$ cat config.mk
export PLATFORM = sky130hd
export DESIGN_NAME = cdc_req_sender_flat
export DESIGN_NICKNAME = d
export VERILOG_FILES = /design/src/rtl/cdc_req_sender_if.sv /design/src/rtl/cdc_req_sender.sv /design/src/flat_wrapper.sv
export SDC_FILE = /design/constraint.sdc
export NUM_CORES = 1
export LEC_CHECK = 0
export ABC_AREA = 1
export CAP_MARGIN = 10
export CORE_ASPECT_RATIO = 1.25
export CORE_MARGIN = 2
export CORE_UTILIZATION = 42
export CTS_BUF_LIST = sky130_fd_sc_hd__clkbuf_4
export CTS_CLUSTER_SIZE = 40
export DETAILED_ROUTE_END_ITERATION = 16
export PLACE_DENSITY_LB_ADDON = 0.2
export RECOVER_POWER = 50
export SLEW_MARGIN = 20
export SYNTH_ARGS = -nofsm -noshare
export SYNTH_HDL_FRONTEND = slang
export SYNTH_SLANG_ARGS = --single-unit
$ cat constraint.sdc
create_clock -name clk -period 2.3 [get_ports clk]
set_input_delay 0.46 -clock clk [delete_from_list [all_inputs] [get_ports clk]]
set_output_delay 0.46 -clock clk [all_outputs]
set_load 0.03 [all_outputs]
$ cat src/rtl/cdc_req_sender_if.sv
// Request-side bus of the toggle-handshake crossing: source FIFO input plus
// the held data / request toggle / returned acknowledge toggle.
interface cdc_req_sender_if;
    localparam int unsigned OP_W = 4;

    logic            in_valid;
    logic [OP_W-1:0] in_a;
    logic [OP_W-1:0] in_b;
    logic            mode;
    logic            in_ready;
    logic            ack_tgl;
    logic            req_tgl;
    logic [OP_W-1:0] tx_a;
    logic [OP_W-1:0] tx_b;
    logic            tx_mode;

    modport master (
        input  in_valid, in_a, in_b, mode, ack_tgl,
        output in_ready, req_tgl, tx_a, tx_b, tx_mode
    );

    modport slave (
        output in_valid, in_a, in_b, mode, ack_tgl,
        input  in_ready, req_tgl, tx_a, tx_b, tx_mode
    );
endinterface

$ cat src/rtl/cdc_req_sender.sv
// Sending end of the toggle-handshake CDC: queues operand requests, holds one
// on tx_*, flips req_tgl, and waits for the synchronized ack toggle.
module cdc_req_sender #(
    parameter int unsigned DEPTH       = 4,
    parameter int unsigned SYNC_STAGES = 2
) (
    input  logic                   clk,
    input  logic                   rst_n,
    cdc_req_sender_if.master       bus,
    output logic                   busy,
    output logic                   done,
    output logic                   overflow,
    output logic                   proto_err,
    output logic [$clog2(DEPTH):0] fifo_cnt
);
    localparam int unsigned PTR_W = $clog2(DEPTH);
    localparam int unsigned CNT_W = PTR_W + 1;
    localparam int unsigned OP_W  = 4;

    typedef struct packed {
        logic            mode;
        logic [OP_W-1:0] a;
        logic [OP_W-1:0] b;
    } req_t;

    typedef enum logic [1:0] {IDLE, SEND, WAIT_ACK} state_t;

    req_t                   r_mem [DEPTH];
    logic [PTR_W-1:0]       r_wptr;
    logic [PTR_W-1:0]       r_rptr;
    logic [CNT_W-1:0]       r_cnt;
    logic [SYNC_STAGES-1:0] r_sync;
    logic                   r_hist;
    state_t                 r_state;
    logic                   r_req_tgl;
    req_t                   r_tx;
    logic                   r_busy;
    logic                   r_done;
    logic                   r_ovf;
    logic                   r_perr;

    state_t w_state_nxt;
    logic   w_in_ready;
    logic   w_push;
    logic   w_pop;
    logic   w_flip;
    logic   w_done_nxt;
    logic   w_perr_set;
    logic   w_ack_evt;

    assign w_in_ready = (r_cnt < CNT_W'(DEPTH));
    assign w_push     = bus.in_valid & w_in_ready;
    assign w_ack_evt  = r_sync[SYNC_STAGES-1] ^ r_hist;

    // Handshake FSM state register
    always_ff @(posedge clk or negedge rst_n) begin
        if (!rst_n) r_state <= IDLE;
        else        r_state <= w_state_nxt;
    end

    always_comb begin
        w_state_nxt = r_state;
        w_pop       = 1'b0;
        w_flip      = 1'b0;
        w_done_nxt  = 1'b0;
        w_perr_set  = w_ack_evt & (r_state != WAIT_ACK);
        case (r_state)
            IDLE: begin
                if (r_cnt != '0) begin
                    w_pop       = 1'b1;
                    w_state_nxt = SEND;
                end
            end
            SEND: begin
                w_flip      = 1'b1;
                w_state_nxt = WAIT_ACK;
            end
            WAIT_ACK: begin
                if (w_ack_evt) begin
                    w_done_nxt  = 1'b1;
                    w_state_nxt = IDLE;
                end
            end
            default: w_state_nxt = IDLE;
        endcase
    end

    // Request FIFO; a same-edge pop never makes room for the push
    always_ff @(posedge clk or negedge rst_n) begin
        if (!rst_n) begin
            for (int i = 0; i < int'(DEPTH); i++) r_mem[i] <= '0;
            r_wptr <= '0;
            r_rptr <= '0;
            r_cnt  <= '0;
        end else begin
            if (w_push) begin
                r_mem[r_wptr] <= '{mode: bus.mode, a: bus.in_a, b: bus.in_b};
                r_wptr        <= r_wptr + PTR_W'(1);
            end
            if (w_pop) r_rptr <= r_rptr + PTR_W'(1);
            case ({w_push, w_pop})
                2'b10:   r_cnt <= r_cnt + CNT_W'(1);
                2'b01:   r_cnt <= r_cnt - CNT_W'(1);
                default: r_cnt <= r_cnt;
            endcase
        end
    end

    // Ack toggle synchronizer plus history flop for edge detection
    always_ff @(posedge clk or negedge rst_n) begin
        if (!rst_n) begin
            r_sync <= '0;
            r_hist <= 1'b0;
        end else begin
            r_sync <= {r_sync[SYNC_STAGES-2:0], bus.ack_tgl};
            r_hist <= r_sync[SYNC_STAGES-1];
        end
    end

    // Held data bus, request toggle and status flags
    always_ff @(posedge clk or negedge rst_n) begin
        if (!rst_n) begin
            r_tx      <= '0;
            r_req_tgl <= 1'b0;
            r_busy    <= 1'b0;
            r_done    <= 1'b0;
            r_ovf     <= 1'b0;
            r_perr    <= 1'b0;
        end else begin
            if (w_pop)  r_tx      <= r_mem[r_rptr];
            if (w_flip) r_req_tgl <= ~r_req_tgl;
            r_busy <= (w_state_nxt != IDLE);
            r_done <= w_done_nxt;
            if (bus.in_valid && !w_in_ready) r_ovf  <= 1'b1;
            if (w_perr_set)                  r_perr <= 1'b1;
        end
    end

    assign bus.in_ready = w_in_ready;
    assign bus.req_tgl  = r_req_tgl;
    assign bus.tx_a     = r_tx.a;
    assign bus.tx_b     = r_tx.b;
    assign bus.tx_mode  = r_tx.mode;
    assign busy         = r_busy;
    assign done         = r_done;
    assign overflow     = r_ovf;
    assign proto_err    = r_perr;
    assign fifo_cnt     = r_cnt;
endmodule

$ cat src/flat_wrapper.sv
// flat-port wrapper written by rule: the top's interface ports become plain ports
module cdc_req_sender_flat 
#(
    parameter int unsigned DEPTH       = 4,
    parameter int unsigned SYNC_STAGES = 2
)
  (clk, rst_n, busy, done, overflow, proto_err, fifo_cnt, bus_in_valid, bus_in_a, bus_in_b, bus_mode, bus_ack_tgl, bus_in_ready, bus_req_tgl, bus_tx_a, bus_tx_b, bus_tx_mode);
  cdc_req_sender_if bus_i ();
  input  logic clk;
  input  logic rst_n;
  output logic busy;
  output logic done;
  output logic overflow;
  output logic proto_err;
  output logic [$clog2(DEPTH):0] fifo_cnt;
  input wire logic [$bits(bus_i.in_valid)-1:0] bus_in_valid;
  input wire logic [$bits(bus_i.in_a)-1:0] bus_in_a;
  input wire logic [$bits(bus_i.in_b)-1:0] bus_in_b;
  input wire logic [$bits(bus_i.mode)-1:0] bus_mode;
  input wire logic [$bits(bus_i.ack_tgl)-1:0] bus_ack_tgl;
  output wire logic [$bits(bus_i.in_ready)-1:0] bus_in_ready;
  output wire logic [$bits(bus_i.req_tgl)-1:0] bus_req_tgl;
  output wire logic [$bits(bus_i.tx_a)-1:0] bus_tx_a;
  output wire logic [$bits(bus_i.tx_b)-1:0] bus_tx_b;
  output wire logic [$bits(bus_i.tx_mode)-1:0] bus_tx_mode;
  assign bus_i.in_valid = bus_in_valid;
  assign bus_i.in_a = bus_in_a;
  assign bus_i.in_b = bus_in_b;
  assign bus_i.mode = bus_mode;
  assign bus_i.ack_tgl = bus_ack_tgl;
  assign bus_in_ready = bus_i.in_ready;
  assign bus_req_tgl = bus_i.req_tgl;
  assign bus_tx_a = bus_i.tx_a;
  assign bus_tx_b = bus_i.tx_b;
  assign bus_tx_mode = bus_i.tx_mode;
  cdc_req_sender #(.DEPTH(DEPTH), .SYNC_STAGES(SYNC_STAGES)) u_core (.clk(clk), .rst_n(rst_n), .bus(bus_i), .busy(busy), .done(done), .overflow(overflow), .proto_err(proto_err), .fifo_cnt(fifo_cnt));
endmodule
==> results.txt, run 1 <==
The flow ran to the end, but the final reports show violations. The checks that failed: capacitance limit, slew limit. The worst register-to-register path has a setup slack of around 0.38 ns. Of the total power, the clock network draws 15.0%. The leakage dissipation is about 1.8 nW. The count of clock tree sinks is 62. The launching point of the worst reg2reg path is u_core.fifo_cnt[2]. The final setup TNS is 0 ns. Entering global routing, the biggest net connects 63 pins.

On the final layout, the worst hold slack is 0.3603 ns. The post-synthesis average cell area came out at 8.585 sq um. The data required time of the worst path is 1.84 ns. 0 antenna diodes ended up in the layout. The clock passes through at most 2 buffers.

The slew at the pin closest to its max-slew limit is approximately 1.5 ns. The total die area came out at 7444 sq um. The length of the first detailed-routing pass in iterations is 4. TritonCTS built the clock tree.

The path depth of the worst reg2reg path came out at 10. The count of mapped cells out of synthesis is roughly 330. The maximum vdd ir drop came out at between 500 and 600 uV. Input and output buffers added on the ports amount to 30. The worst clock skew came out at between 0.015 and 0.02 ns. Post-CTS timing repair inserted 0 buffers for setup. The number of failing hold endpoints at the final stage came to 0.

Setup repair after global routing left no endpoint under its margin. The worst register-to-register path ends at u_core.fifo_cnt[2]. Measured against its own limit, the worst slew margin works out to -0.3276%. The total wire length is roughly 5200 um. The async set-or-reset flop fraction in the synthesized netlist is 100.0%. The arrival time at the worst endpoint came out at around 1.6 ns. The count of nets left with antenna violations once routing finished came out at 0.

Setup violations remaining at the end of the flow were counted as 0. The number of placed I/O pins is 31. The critical path launch point is u_core.fifo_cnt[2]. The number of synthesized flops with an enable pin came out at 0. The power density normalized to cell area came out at 1429 nW/um^2. The worst setup path is launched from a register. The critical setup path kind is reg2out. The critical path ends at bus_in_ready.

The floorplan core area is approximately 6600 sq um. The row count came out at 33. The highest attainable clock frequency is slightly below 500 MHz. The max-capacitance violation count came out at 1. The clock latency on the worst-skew pair is approximately 0.40 ns. The dominant cell type by area after synthesis is sky130_fd_sc_hd__dfrtp_1.

The largest fanout of any net on the critical path is 4. Net switching is a little over two fifths of the power. The kind of path behind the tightest hold check is reg2reg. The number of global-route vias before repair came out at about 1,900. The mapped netlist covers roughly 2800 sq um.

With fillers left out, the area of the finished cells amounts to around 3300 sq um. The routability-driven placement congestion ratio is 0.7644. The fraction of final layout cells with drive strength greater than 1 came out at under 10%. The time the final worst path needs with I/O delays and setup came out at approximately 2 ns. The number of distinct standard cells referenced by the synthesized netlist came out at 22. For this run, the post-layout net count is ~390. In the global route stage, overall resource usage came out at 15.69%. The post-route clock period utilization came out at around nine tenths. The cell depth of the worst min-delay path is 0. The remaining routing DRC violations is 0.

The net count after synthesis came out at 350. The power share of the combinational group is 46.2%. The proportion of synthesized chip area in sequential cells came out at between 50% and 60%.

The total grt overflow is 0. The synthesized design contains 62 register bits. The clock slew at the register clock pins of the worst setup and hold paths is 0.11 ns. The number of hold buffers added after cts is 0. The Yosys warning count is 0. The die boundary height is about 96 um. The detailed-placement wirelength estimate is 3436 um. The average wire length per cell after detail routing is ~11 um. The fraction of power consumed by sequential logic is a little under 40%. The commonest register cell after synthesis is sky130_fd_sc_hd__dfrtp_1.

The total CTS buffers came out at 9. The area fraction of the dominant cell type after synthesis is ~55%. The library cell used as clock root buffer is sky130_fd_sc_hd__clkbuf_4. The growth of design area from synthesis to finish came out at 17.04%. Summed over all nets, the switching power comes to approximately 2 mW. Ranked by total cell area, the synthesized netlist is headed by sky130_fd_sc_hd__dfrtp_1 55%, sky130_fd_sc_hd__nand2_1 15%, sky130_fd_sc_hd__inv_1 7.4%. The via count is about 2,100. Once the clock tree was built, the resizer swapped 0 gates to a different size. Once the floorplan was initialized, standard cells occupied 43.28% of the core. The final-report max-slew violation count came out at 62.

The internal power component is ~2.7 mW. The count of routing violations after the opening detailed-route iteration came out at 88. After layout, the design draws a total of 4.751 mW. Dividing the detail-routed via count by the number of cells gives 4.580. The total number of H-tree levels came out at 3. The endpoint kind of the worst setup timing path is an output port. The placement-stage cell area came out at about 3200 sq um.

The first global-routing pass estimated between 8000 and 9000 um of wire. From left edge to right edge, the die measures 77.57 um. The number of antenna violations at the first check in global routing is 0.
## worst min-delay path by stage
| stage | from | endpoint | slack, ns |
|---|---|---|---|
| after global routing | u_core.r_sync[0] | u_core.r_sync[1] | 0.38 |
| after global placement | u_core.r_sync[0] | u_core.r_sync[1] | 0.33 |
| after detailed placement | u_core.r_sync[0] | u_core.r_sync[1] | 0.34 |
| after CTS | rst_n | u_core.bus.tx_b[3] | 0.05 |
| after floorplan | rst_n | u_core.bus.req_tgl | 0.16 |
| final | u_core.r_sync[0] | u_core.r_sync[1] | 0.36 |
## cells in the final DEF (no fill, tap or decap)
master / Yosys / final
sky130_fd_sc_hd__o21ai_0: 3 / 3
sky130_fd_sc_hd__clkbuf_2: 0 / 1
sky130_fd_sc_hd__clkinv_1: 2 / 4
sky130_fd_sc_hd__buf_4: 1 / 2
sky130_fd_sc_hd__nand3_1: 21 / 21
sky130_fd_sc_hd__clkbuf_1: 1 / 1
sky130_fd_sc_hd__dfrtp_1: 62 / 62
sky130_fd_sc_hd__buf_2: 3 / 1
sky130_fd_sc_hd__bufinv_16: 0 / 1
sky130_fd_sc_hd__xor2_1: 3 / 3
sky130_fd_sc_hd__nor2_4: 1 / 1
sky130_fd_sc_hd__nand2_1: 117 / 117
sky130_fd_sc_hd__nor2_1: 2 / 2
sky130_fd_sc_hd__dlygate4sd3_1: 0 / 2
sky130_fd_sc_hd__inv_2: 2 / 2
sky130_fd_sc_hd__clkbuf_4: 0 / 10
sky130_fd_sc_hd__o21ai_1: 29 / 29
sky130_fd_sc_hd__clkdlybuf4s50_1: 0 / 27
sky130_fd_sc_hd__clkinv_2: 0 / 3
sky130_fd_sc_hd__fa_1: 1 / 1
sky130_fd_sc_hd__o21bai_1: 2 / 2
sky130_fd_sc_hd__o21ai_2: 7 / 7
sky130_fd_sc_hd__nor3_1: 1 / 1
sky130_fd_sc_hd__inv_1: 56 / 56
sky130_fd_sc_hd__ha_1: 5 / 5
sky130_fd_sc_hd__nand2_4: 4 / 4
sky130_fd_sc_hd__xnor2_1: 4 / 4
## layout make-up
class	instances	area, sq um
fill	645	3239
clock buffer	10	75.07
timing repair buffer	34	319.1
clock inverter	6	52.55
inverter	60	225.2
multi-input combinational	200	993.5
sequential	62	1551
tap	87	108.9
## cell usage after synthesis, types with 3 or more instances
cell                      number
sky130_fd_sc_hd__nand3_1      21
sky130_fd_sc_hd__inv_1        56
sky130_fd_sc_hd__ha_1          5
sky130_fd_sc_hd__xnor2_1       4
sky130_fd_sc_hd__xor2_1        3
sky130_fd_sc_hd__buf_6         4
sky130_fd_sc_hd__buf_2         3
sky130_fd_sc_hd__o21ai_2       7
sky130_fd_sc_hd__dfrtp_1      62
sky130_fd_sc_hd__o21ai_1      29
sky130_fd_sc_hd__o21ai_0       3
sky130_fd_sc_hd__nand2_4       4
sky130_fd_sc_hd__nand2_1     117
## registers in the layout, summed over array words and instances (netlist names)
name and count:
u_core.bus.req_tgl 1, u_core.bus.tx_a 4, u_core.bus.tx_b 4, u_core.bus.tx_mode 1, u_core.busy 1, u_core.done 1, u_core.fifo_cnt 3, u_core.overflow 1
u_core.proto_err 1, u_core.r_hist 1, u_core.r_mem 36, u_core.r_rptr 2, u_core.r_state 2, u_core.r_sync 2, u_core.r_wptr 2
## per-layer routing
metal  part of all wire, %  vias to the layer above  wire [um]  GRT usage (%)
li1                      -                     1077          -              -
met1                    49                      971       2565          20.83
met2                    45                       43       2353          24.78
met3                   3.5                       11        180          2.627
met4                   2.1                        0        109          8.482
met5                     0                        -          0              0
## stage by stage
| step | util [%] | setup WS, ns | cells |
|---|---|---|---|
| 5_1_grt | 50.66 | 0.1850 | 459 |
| 3_3_place_gp | 49.00 | 0.2445 | 443 |
| 4_1_cts | 50.94 | 0.2069 | 459 |
| 2_1_floorplan | - | 0.1693 | 331 |
| 6_report | 50.66 | 0.2465 | 459 |
| 3_5_place_dp | 49.00 | 0.1852 | 443 |
## power groups by stage
stage | combinational [mW] | sequential (mW) | clock (mW)
2_1_floorplan | 1.44 | 2.03 | 0
3_3_place_gp | 2.19 | 1.86 | 0
3_5_place_dp | 2.23 | 1.87 | 0
4_1_cts | 2.24 | 1.85 | 0.738
5_1_grt | 2.51 | 1.91 | 0.778
6_report | 2.19 | 1.85 | 0.710
## worst max-delay path, cell delays in order, from the launching register on
cell and delay [ns]:
sky130_fd_sc_hd__dfrtp_1 0.43, sky130_fd_sc_hd__inv_2 0.11, sky130_fd_sc_hd__clkdlybuf4s50_1 0.67
## cells by family after synthesis
family          count (synthesis)  share of synthesized area [%]
compound gates                 41                          8.322
fa+ha+maj                       6                          2.906
xor+xnor                        7                          2.158
flops                          62                          54.60
buf+inv                        69                          10.44
simple gates                  146                          21.58
No activity file was read; power rests on OpenSTA's default activity.
==> run 2, diff against run 1 <==
- CAP_MARGIN: 10 -> 20
- CTS_CLUSTER_SIZE: 40 -> 25
==> results of run 2 <==
No change in the layout: final DEF, timing and power equal those of run 1.
==> run 3, diff against run 2 <==
- PLACE_DENSITY: unset -> 0.68
- PLACE_DENSITY_LB_ADDON: 0.2 -> unset
- SLEW_MARGIN: 20 -> unset
- TNS_END_PERCENT: unset -> 30
==> results.txt, run 3 (same netlist as run 1, synthesis figures left out) <==
The final-report max-slew violation count is 0 (was 62). The slew at the pin closest to its max-slew limit is 1.490 ns (was 1.505 ns). The power share of the combinational group came out at 44.2% (was 46.2%). The category of cells accounting for the largest share of critical-path delay is buffers and inverters (unchanged).

The total CTS buffers is 9 (unchanged). The maximum number of pins on one net before global-route repair is 63 (unchanged). The effective utilization at floorplan came out at 43.28% (unchanged). The growth of design area from synthesis to finish is 19.99% (was 17.04%). The total die area came out at 7444 sq um (unchanged).

The largest stage delay on the critical path is 0.67 ns (about the same). The number of failing hold endpoints at the final stage is 0 (unchanged). The arrival time at the worst endpoint was 1.60 ns (was 1.59 ns). The part of the total power dissipated in the clock network was 20.5% (was 15.0%). The clock latency on the worst-skew pair came out at 0.40 ns (about the same). The average wire length per cell after detail routing was 11.56 um (was 11.35 um). The share of total power consumed by net switching came out at 40.00% (was 42.18%). The final instance count without filler cells was 460 (was 459). The remaining max-slew budget at the tightest pin is 0.6899% (was -0.3276%). The post-route worst setup slack was 0.2366 ns (was 0.2465 ns).

The detailed-placement wirelength estimate is 3448 um (was 3436 um). The time the final worst path needs with I/O delays and setup came to 2.063 ns (was 2.053 ns). The max-capacitance violation count is 0 (was 1). The library cell used as clock root buffer is sky130_fd_sc_hd__clkbuf_4 (unchanged). The power density normalized to cell area came out at 1507 nW/um^2 (was 1429 nW/um^2). The critical setup path kind is reg2out (unchanged).

Result of the run: completed (was finished, violations left). The most common library cell in the layout ignoring fill and taps was sky130_fd_sc_hd__nand2_1 (unchanged). The number of placed I/O pins is 31 (unchanged). The endpoint kind of the worst setup timing path was an output port (unchanged).

The post-route clock period utilization came out at 89.71% (was 89.28%). The fraction of final layout cells with drive strength greater than 1 was 9.115% (was 8.602%). The placed instance count came to 444 (was 443). The area occupied by multi-input gates is 993.5 sq um (unchanged). The number of antenna violations at the first check in global routing is 0 (unchanged). The fraction of power consumed by sequential logic is 35.3% (was 38.8%). The data required time of the worst path is 1.84 ns (about the same). The slowest stage cell on the critical path is sky130_fd_sc_hd__clkdlybuf4s50_1 (unchanged). The flip-flop and latch area came out at 1551 sq um (unchanged). The count of cells resized by post-cts repair is 0 (unchanged). The count of routing violations after the opening detailed-route iteration came to 135 (was 88). The kind of path behind the tightest hold check is reg2reg (unchanged).

The die boundary height is 95.96 um (unchanged). The routability-driven placement congestion ratio is 0.7441 (was 0.7644). The worst clock skew is 0.01158 ns (was 0.01512 ns). The floorplan core area came to 6565 sq um (unchanged). The number of hold buffers added after cts came out at 0 (unchanged). The reported net switching power came to 2.055 mW (was 2.004 mW). The number of port buffers is 30 (unchanged). The highest attainable clock frequency is 484.6 MHz (was 487.0 MHz). The horizontal die dimension is 77.57 um (unchanged). The clock slew at the register clock pins of the worst setup and hold paths is 0.10 ns (was 0.11 ns). The internal power component came out at 3.082 mW (was 2.747 mW).

The count of buffers added by post-CTS timing repair for setup came out at 0 (unchanged). The total grt overflow is 0 (unchanged). The number of failing setup endpoints in the final timing report is 0 (unchanged). The largest fanout of any net on the critical path came out at 4 (unchanged). Unrepaired setup endpoints after global routing: no (unchanged). The number of global-route vias before repair came out at 2,117 (was 1,916). The buffering stage count on the worst path with inverters included is 2 (unchanged). The post-placement worst setup slack came out at 0.1776 ns (was 0.1852 ns). Critical path cell sequence: inv_2, clkdlybuf4s50_1 (unchanged).

Highest-count cells in the layout ignoring fill and taps: 117 x sky130_fd_sc_hd__nand2_1, 62 x sky130_fd_sc_hd__dfrtp_1, 56 x sky130_fd_sc_hd__inv_1 (unchanged). The row count was 33 (unchanged). The leakage dissipation is 1.803 nW (was 1.770 nW). The number of inserted filler cells in the final layout came out at 595 (was 645). The total number of H-tree levels is 3 (unchanged).

The number of flip-flops in the largest register came to 36 (unchanged). The length of the first detailed-routing pass in iterations is 4 (unchanged). The final setup TNS is 0 ns (unchanged). The count of clock tree sinks came out at 62 (unchanged). The number of vias per cell came out at 4.522 (was 4.580). The wire length of the first global-routing pass was 9356 um (was 8970 um). The total wire length came out at 5316 um (was 5208 um).

The TritonCTS clock tree was done (unchanged). The startpoint type of the worst setup path is a register (unchanged). The antenna violation net count after detailed routing was 0 (unchanged). The remaining routing DRC violations is 0 (unchanged).

The maximum vdd ir drop came out at 615.1 uV (was 525.0 uV). The register name with the most flops is u_core.r_mem (unchanged). The overall routing resource usage is 16.43% (was 15.69%). The number of inserted diodes is 0 (unchanged). The via count came out at 2,080 (was 2,102). The final net count came out at 387 (was 386). The number of buffers on the longest clock path was 2 (unchanged).
## run 3: cell types whose count changed in the layout (fill, tap and decap cells not counted)
| cell | change |
|---|---|
| sky130_fd_sc_hd__buf_4 | +1 |
| sky130_fd_sc_hd__bufinv_16 | +3 |
| sky130_fd_sc_hd__clkbuf_4 | -1 |
| sky130_fd_sc_hd__clkinv_1 | -1 |
| sky130_fd_sc_hd__clkinv_2 | -2 |
| sky130_fd_sc_hd__clkinvlp_4 | +1 |
## run 3: power by group through the flow
stage	clock (mW)	combinational, mW	sequential (mW)
after floorplan	0	1.44	2.03
after global placement	0	2.22	1.82
after detailed placement	0	2.27	1.83
after CTS	1.07	2.29	1.81
after global routing	1.12	2.59	1.88
final	1.05	2.27	1.82
## run 3: final timing paths
kind / startpoint / to / slack, ns / cells past startpoint
worst min register to register: u_core.r_sync[0] / u_core.r_sync[1] / 0.36 / 0
worst max-delay path: u_core.fifo_cnt[2] / bus_in_ready / 0.24 / 2
worst min-delay path: u_core.r_sync[0] / u_core.r_sync[1] / 0.36 / 0
min in group asynchronous: rst_n / u_core.fifo_cnt[1] / 0.48 / 2
max in group asynchronous: rst_n / u_core.fifo_cnt[2] / 0.91 / 2
worst max register to register: u_core.fifo_cnt[2] / u_core.fifo_cnt[2] / 0.41 / 10
## run 3: area by class of cell
| class | count | share of cell area, % |
|---|---|---|
| clock buffers | 9 | 1.982 |
| clock inverters | 7 | 4.000 |
| inverters | 60 | 6.606 |
| multi-input cells | 200 | 29.14 |
| flip-flops and latches | 62 | 45.50 |
| well taps | 87 | 3.193 |
| repair buffers | 35 | 9.578 |
## run 3: layer usage
metal / GRT usage, % / part of all wire, % / vias up
li1: - / - / 1082
met1: 19.18 / 47 / 949
met2: 28.41 / 48 / 47
met3: 4.784 / 4.1 / 2
met4: 6.994 / 0.77 / 0
met5: 0 / 0 / -
## run 3: per-stage QoR
| stage | power [mW] | hold slack [ns] | area, sq um | utilization, % |
|---|---|---|---|---|
| finish | 5.137 | 0.3634 | 3410 | 51.93 |
| floorplan | 3.466 | 0.1644 | 2841 | - |
| detailed placement | 4.108 | 0.3404 | 3224 | 49.11 |
| CTS | 5.174 | 0.04866 | 3428 | 52.22 |
| global route | 5.590 | 0.3914 | 3410 | 51.93 |
| global placement | 4.039 | 0.3345 | 3224 | 49.11 |
## run 3: worst register-to-register path: cells and delay by family (launching register included)
kind	cells	cell delay [ns]
buf+inv	3	0.31
xor+xnor	1	0.15
flops	1	0.42
fa+ha+maj	2	0.57
simple gates	4	0.34
==> RTL edit: new RTL, config.mk and constraints of run 1 <==
Re-encode `state_t` (3 states) as one-hot, 3 bits wide.
--- a/src/rtl/cdc_req_sender.sv
+++ b/src/rtl/cdc_req_sender.sv
@@ -23,7 +23,7 @@
         logic [OP_W-1:0] b;
     } req_t;
 
-    typedef enum logic [1:0] {IDLE, SEND, WAIT_ACK} state_t;
+    typedef enum logic [2:0] {IDLE = 3'b001, SEND = 3'b010, WAIT_ACK = 3'b100} state_t;
 
     req_t                   r_mem [DEPTH];
     logic [PTR_W-1:0]       r_wptr;
Check against the original RTL: same outputs for any inputs over 10 cycles, from zero or initial values and one cycle with rst_n low; not proved beyond that.
==> RTL edit against run 1 <==
The flow still finishes with violations (capacitance limit, slew limit); synthesized area increased by 2.6%; cell area increased by 0.94%; wire length increased by 1.5%; setup slack improved by 0.0022 ns; register-to-register slack improved by 0.07 ns; sequential cell count increased by 1; power decreased by 2.2%; largest cell class unchanged.
==> RTL edit: results (changes against run 1) <==
[cts]
clkTransAtPathRegs_ns = 0.10
clk_path_buf_depth = 2  ; unchanged
clock_latency_ns = 0.38  ; -0.02 ns
root_buffer = clkbuf_4
cts_resized = 0  ; unchanged
cts_max_level = 3  ; unchanged

[synth]
synth_common_cells = 124 x nand2_1, 62 x dfrtp_1, 60 x inv_1, 29 x o21ai_1, 22 x nand3_1
yosysSeqAreaShare_pct = 54.1  ; -0.50 points
synth_warnings = 0  ; unchanged
syn_nets = 364  ; +4.0%
synthMuxAreaShare_pct = 0  ; unchanged
synthFlopType = dfrtp_1
synthTopCellsByArea = dfrtp_1 53%, nand2_1 16%, inv_1 7.7%
synthArstFlopShare_pct = 100  ; unchanged
synth_compound_gate_area_share_pct = 7.94  ; -0.39 points
synth_xor_area_share_pct = 1.50  ; -0.66 points
synth.distinct_cells = 25  ; +14%
synthAdderAreaFrac_pct = 2.83  ; -0.075 points

[flow_run]
maxCapViolations = 1  ; unchanged

[grt]
grt_pass1_vias = 2097  ; +9.4%
grt_pass1_wl_um = 9520  ; +6.1%
antenna_found_initial = 0  ; unchanged
grt_max_degree = 64  ; +1.6%
gr-usage-all-layers_pct = 15.7  ; +0.033 points

[cells_and_area]
antenna_cells = 0  ; unchanged
nFillCells = 675  ; +4.7%
largest_register = u_core.r_mem
drive_above_1_share_pct = 8.09  ; -0.51 points
largest_reg_flops = 36  ; unchanged
nets = 398  ; +3.1%

[placed_design]
gp_congestion = 0.747  ; -2.3%
portBuffers = 30  ; unchanged
dp_hpwl_um = 3550  ; +3.2%

[run_status]
violations = capacitance limit, slew limit
status = complete, but fails checks

[critical_path]
path_max_fanout = 4  ; unchanged
arrival_ns = 1.59  ; about the same
reg2reg_slack_ns = 0.45  ; +0.07 ns

[power_and_ir_drop]
ir_drop_mv = 0.487  ; -7.3%
leakage_nw = 1.80  ; +1.8%

[drt]
vias_per_cell = 4.51  ; -1.4%
routed_wl_um = 5290  ; +1.5%
drt_iter0_markers = 105  ; +19%
drt_first_pass_iters = 4  ; unchanged

[timing]
worst_pin_slew_ns = 1.50  ; -0.000860 ns
slew_violations = 63  ; +1.6%
clock_skew_ns = 0.00998  ; -0.00514 ns

[min_path]
worstHoldPathType = register to register

==> RTL edit: kinds of logic after synthesis <==
logic type               Yosys count
AND/OR/NAND/NOR                  158
AO/OA/AOI/OAI                     40
adder cells (fa/ha/maj)            6
XOR/XNOR                           5
flip-flops                        63
buffers and inverters             73
==> RTL edit: area by class of cell <==
class | instances | area (µm²) | area share (%)
multi-input combinational | 209 | 1030 | 30.6
tap | 87 | 109 | 3.24
clock inverter | 6 | 28.8 | 0.857
inverter | 63 | 236 | 7.04
sequential | 63 | 1580 | 47.0
timing repair buffer | 33 | 312 | 9.28
clock buffer | 9 | 67.6 | 2.01
==> RTL edit: power by group <==
part	switching [mW]	total, mW	leakage (nW)	internal, mW
sequential	0.293	1.88	0.778	1.58
clock	0.366	0.568	0.0541	0.202
combinational	1.36	2.20	0.969	0.844
==> RTL edit: per-stage QoR <==
| step | instances | area (µm²) | hold WS [ns] | worst slack (ns) |
|---|---|---|---|---|
| after floorplan | 345 | 2920 | 0.164 | 0.305 |
| after global placement | 455 | 3280 | 0.337 | 0.248 |
| after detailed placement | 455 | 3280 | 0.346 | 0.178 |
| after CTS | 470 | 3380 | 0.0734 | 0.205 |
| after global routing | 470 | 3360 | 0.377 | 0.185 |
| final | 470 | 3360 | 0.358 | 0.249 |
==> RTL edit: worst paths after layout <==
path	startpoint	endpoint	cells past startpoint
max reg2reg	u_core.r_state[0]$_DFF_PN1_	u_core.fifo_cnt[2]$_DFFE_PN0P_	8
min	u_core.r_sync[0]$_DFF_PN0_	u_core.r_sync[1]$_DFF_PN0_	0
min reg2reg	u_core.r_sync[0]$_DFF_PN0_	u_core.r_sync[1]$_DFF_PN0_	0
max in group asynchronous	rst_n	u_core.r_mem[5]$_DFFE_PN0P_	2
max	u_core.fifo_cnt[2]$_DFFE_PN0P_	bus_in_ready	2
min in group asynchronous	rst_n	u_core.fifo_cnt[2]$_DFFE_PN0P_	2
==> RTL edit: critical path: cells and delay by family (launching register included) <==
kind,cells,cell delay (ns)
buffers and inverters,2,0.78
DFF,1,0.44
==> RTL edit: per-layer routing <==
| layer | track usage, % | part of all wire (%) | vias up |
|---|---|---|---|
| met2 | 24.6 | 45 | 45 |
| met5 | 0 | 0 | - |
| li1 | - | - | 1113 |
| met3 | 2.88 | 3.6 | 8 |
| met4 | 7.69 | 1.9 | 0 |
| met1 | 20.9 | 49 | 956 |
